### src/rtl/stack_ctrl.sv
// Data-stack sequencer for the stack CPU: TOS held in a register, deeper entries
// spilled to / filled from a single-port RAM with one cycle of read latency.
module stack_ctrl #(
  parameter int WIDTH  = 16,
  parameter int ADDR_W = 5
) (
  input  logic              clk,
  input  logic              rst,
  input  logic              clr,
  input  logic              req_valid,
  input  logic [1:0]        req_op,
  input  logic [WIDTH-1:0]  req_data,
  output logic              req_ready,
  output logic              rsp_valid,
  output logic [WIDTH-1:0]  rsp_data,
  output logic [WIDTH-1:0]  tos_data,
  output logic [ADDR_W:0]   count,
  output logic              empty,
  output logic              full,
  output logic              err_ovf,
  output logic              err_unf,
  input  logic              clr_err,
  output logic [ADDR_W-1:0] ram_addr,
  output logic              ram_we,
  output logic              ram_re,
  output logic [WIDTH-1:0]  ram_wdata,
  input  logic [WIDTH-1:0]  ram_rdata
);

  localparam logic [ADDR_W:0] DEPTH_C = (ADDR_W+1)'(2**ADDR_W);
  localparam logic [ADDR_W:0] ONE_C   = (ADDR_W+1)'(1);
  localparam logic [1:0] OP_PUSH    = 2'b01;
  localparam logic [1:0] OP_POP     = 2'b10;
  localparam logic [1:0] OP_REPLACE = 2'b11;

  typedef enum logic [1:0] {IDLE, SPILL, FILL_RD, FILL_WAIT} state_t;

  state_t           state;
  logic [WIDTH-1:0] tos_reg;
  logic [WIDTH-1:0] push_data;
  logic             accept;
  logic             ovf_evt;
  logic             unf_evt;

  assign req_ready = (state == IDLE) && !clr;
  assign accept    = req_valid && req_ready;
  assign empty     = (count == '0);
  assign full      = (count == DEPTH_C);
  assign tos_data  = tos_reg;
  assign ovf_evt   = accept && (req_op == OP_PUSH) && full;
  assign unf_evt   = accept && (req_op == OP_POP || req_op == OP_REPLACE) && empty;

  // clr gates the strobes so an aborted spill/fill never touches the RAM
  assign ram_we = (state == SPILL) && !clr;
  assign ram_re = (state == FILL_RD) && !clr;

  always_ff @(posedge clk or posedge rst) begin
    if (rst) begin
      state     <= IDLE;
      count     <= '0;
      tos_reg   <= '0;
      push_data <= '0;
      rsp_valid <= 1'b0;
      rsp_data  <= '0;
      err_ovf   <= 1'b0;
      err_unf   <= 1'b0;
      ram_addr  <= '0;
      ram_wdata <= '0;
    end else begin
      rsp_valid <= 1'b0;
      // a same-cycle error event overrides clr_err
      err_ovf   <= (err_ovf && !clr_err) || ovf_evt;
      err_unf   <= (err_unf && !clr_err) || unf_evt;
      if (clr) begin
        state <= IDLE;
        count <= '0;
      end else begin
        case (state)
          IDLE: begin
            if (accept) begin
              case (req_op)
                OP_PUSH: begin
                  if (!full) begin
                    if (empty) begin
                      tos_reg <= req_data;
                      count   <= ONE_C;
                    end else begin
                      push_data <= req_data;
                      ram_addr  <= ADDR_W'(count - ONE_C);
                      ram_wdata <= tos_reg;
                      state     <= SPILL;
                    end
                  end
                end
                OP_POP: begin
                  if (!empty) begin
                    rsp_valid <= 1'b1;
                    rsp_data  <= tos_reg;
                    if (count == ONE_C) begin
                      count <= '0;
                    end else begin
                      ram_addr <= ADDR_W'(count - (ADDR_W+1)'(2));
                      state    <= FILL_RD;
                    end
                  end
                end
                OP_REPLACE: begin
                  if (!empty) begin
                    rsp_valid <= 1'b1;
                    rsp_data  <= tos_reg;
                    tos_reg   <= req_data;
                  end
                end
                default: ;
              endcase
            end
          end
          SPILL: begin
            tos_reg <= push_data;
            count   <= count + ONE_C;
            state   <= IDLE;
          end
          FILL_RD: state <= FILL_WAIT;
          FILL_WAIT: begin
            tos_reg <= ram_rdata;
            count   <= count - ONE_C;
            state   <= IDLE;
          end
          default: state <= IDLE;
        endcase
      end
    end
  end

endmodule

### config.mk
export PLATFORM = sky130hd
export DESIGN_NAME = stack_ctrl
export DESIGN_NICKNAME = d
export VERILOG_FILES = /design/src/rtl/stack_ctrl.sv
export SDC_FILE = /design/constraint.sdc
export NUM_CORES = 1
export LEC_CHECK = 0
export CAP_MARGIN = 20
export CORE_AREA = 5 5 106 108
export DETAILED_ROUTE_END_ITERATION = 8
export DIE_AREA = 0 0 111 113
export PLACE_DENSITY_LB_ADDON = 0.15
export SLEW_MARGIN = 20
export SYNTH_ARGS = -nofsm -noshare
export SYNTH_HDL_FRONTEND = slang
export SYNTH_SLANG_ARGS = --single-unit
### constraint.sdc
create_clock -name clk -period 2.6 [get_ports clk]
set_clock_uncertainty 0.15 [all_clocks]
set_input_delay 0.52 -clock clk [delete_from_list [all_inputs] [get_ports clk]]
set_output_delay 0.52 -clock clk [all_outputs]
set_load 0.01 [all_outputs]
==> reports/qor.csv <==
metric,value,unit
async_flop_share,100,%
setup_viol,0,
htreeDepth,3,
first_global_vias,3588,
path_depth,2,
critPathTopFamily,buffers and inverters,
rows,37,
synth_cell_types,61,
arrival,1.79,ns
synth-edff-count,0,
start_util,44.1,%
cts_root_buf,clkbuf_8,
grt_overflow_total,0,
end_kind,primary output,
synthCells,366,
setup_ws,0.141,ns
post_cts_buffers,0,
grt_max_degree,39,
core,10100,sq um
synthTopCellsByArea,"dfrtp_1 45%, mux2_4 10%, mux2i_1 4.7%, o211ai_1 3.7%, mux2_2 3.5%",
critPathRequiredTime,1.93,ns
worst_slew_margin_rel,69.6,%
grt_pass1_wl,19.4,mm
min_path_type,in -> async,
crit_path_max_fanout,11,
fin_cells,630,
post_drt_wl_per_cell,18.5,um
startpoint_type,register,
status,"complete, no violations",
ys_seq_elements,80,
min_period_over_period,94.6,%
clk_path_buf_depth,2,
dieArea,12500,sq um
dp_slack,-0.0208,ns
placed_cell_area,5810,sq um
wirelength,11.7,mm
hpwl,8.26,mm
final_antenna_net_count,0,
seq_area_frac_synth,44.8,%
grt_use_total,18.9,%
layout-drive-gt1-share,25.7,%
io_pins,106,
fmax,0.407,GHz
path_cells,"nor3_4, clkdlybuf4s50_1",
power_density,1120,nW/um^2
hold_viol_final,0,
rsz0062_at_grt,no,
reg2reg_depth,7,
p_leak,0.00256,uW
finalCriticalPeriod,2.46,ns
crit_buf_inv,1,
avgSynthCellArea,12.2,sq um
synth_top_area_cell,dfrtp_1,
drtIter0Drc,185,
numCtsBuffers,9,
crit_path_top_delay_cell,clkdlybuf4s50_1,
drc,0,
postLayoutCellArea,6020,sq um
vias,3429,
fp.dieW,111,um
via_per_inst,5.44,
dp.cells,614,
slowest_delay,0.58,ns
vdd_drop_max,0.000732,V
clk_pin_slew,0.09,ns
critPathKind,reg -> out,
synth-main-ff-cell,dfrtp_1,
antenna_found_initial,0,
synth_nets,415,
areaGrowthSynthToFinish,34.5,%
gp_congestion,0.851,
drv_slew,0,
portBuffers,105,
die_h,113,um
nNetsFinal,538,
syn-cell-area,4470,sq um
clock_sinks,80,
netlist.area_leader.share,44.8,%
antenna_cells,0,
clk_latency,0.35,ns
cts_tree,yes,
firstDrtPassIters,4,
yosysWarningCount,0,
maxCapViolations,0,
worst_slew_pin_slew,0.455,ns
## cell families (layout without fill, tap and decap cells)
group | after synthesis | in the layout | share of synthesized area, %
and+or+nand+nor | 58 | 58 | 7.83
DFF | 80 | 80 | 44.8
muxes | 74 | 74 | 20.6
buffers and inverters | 40 | 168 | 5.48
adders and majority gates | 10 | 10 | 2.80
AOI/OAI and AO/OA | 99 | 99 | 17.6
xor gates and xnor gates | 5 | 5 | 0.979
## metrics by stage
step | TNS (ns) | hold slack (ns) | utilization [%] | power (uW)
final | 0 | 0.348 | 59.3 | 6710
after global routing | 0 | 0.349 | 59.3 | 7160
after CTS | 0 | 0.345 | 59.3 | 6760
after detailed placement | -0.0787 | 0.330 | 57.3 | 5780
after global placement | -0.00743 | 0.325 | 57.3 | 5700
after floorplan | 0 | 0.329 | - | 4190
## cell usage in the layout, fill, tap and decap left out, drive strengths merged, types with 9 or more instances in the layout
cell             n
clkbuf           9
o2111ai         16
mux2i           21
nor2            14
o21ai           21
ha              10
dfrtp           80
mux2            53
buf             36
o211ai          33
clkdlybuf4s50  102
nand2           21
inv             12
## sequential cells by signal, summed over array words and instances, names as in the netlist
register   flops
tos_data      16
push_data     16
state          2
ram_wdata     16
ram_addr       5
err_ovf        1
rsp_data      16
rsp_valid      1
err_unf        1
count          6
## final timing paths
| path | start | endpoint | slack, ns |
|---|---|---|---|
| min reg2reg | rsp_data[4] | rsp_data[4] | 0.35 |
| max reg2reg | count[0] | push_data[13] | 0.35 |
| max | state[1] | req_ready | 0.14 |
| min in group clk | rsp_data[4] | rsp_data[4] | 0.35 |
| max in group asynchronous | rst | rsp_data[5] | 1.27 |
| min | rst | ram_wdata[15] | 0.35 |
## cell usage after synthesis, drive strengths merged (3+ instances only)
library cell / number
o211ai: 33
buf: 16
inv: 11
xnor2: 4
a21oi: 8
nor2: 14
o2111ai: 16
nand2: 21
clkbuf: 12
nor2b: 5
mux2i: 21
a31oi: 4
o21ai: 21
o21ba: 3
ha: 10
dfrtp: 80
mux2: 53
## power breakdown
part           switching (uW)  internal (uW)
clock                     510            456
combinational            1470           1960
sequential                484           1820
total                    2470           4240
## layer usage
layer | share of wire (%) | track usage [%] | wire [um]
met2 | 47 | 29.9 | 5500
met3 | 4.3 | 4.28 | 502
met5 | 0 | 0 | 0
met1 | 47 | 26.2 | 5510
met4 | 1.4 | 5.42 | 162
## final cells by class
cell class | count | area [sq um]
clock buffer | 9 | 124
multi-input combinational | 246 | 2230
timing repair buffer | 140 | 1360
clock inverter | 7 | 80.1
sequential | 80 | 2000
fill | 848 | 4120
tap | 136 | 170
inverter | 12 | 48.8
## repair_timing
| item | in CTS | in global routing |
|---|---|---|
| gates resized for setup | 6 | 4 |
| hold buffers | 0 | 0 |
| pin swaps | 0 | 1 |
| endpoints found under the setup margin | 3 | 2 |
(Power assumes the default switching activity.)
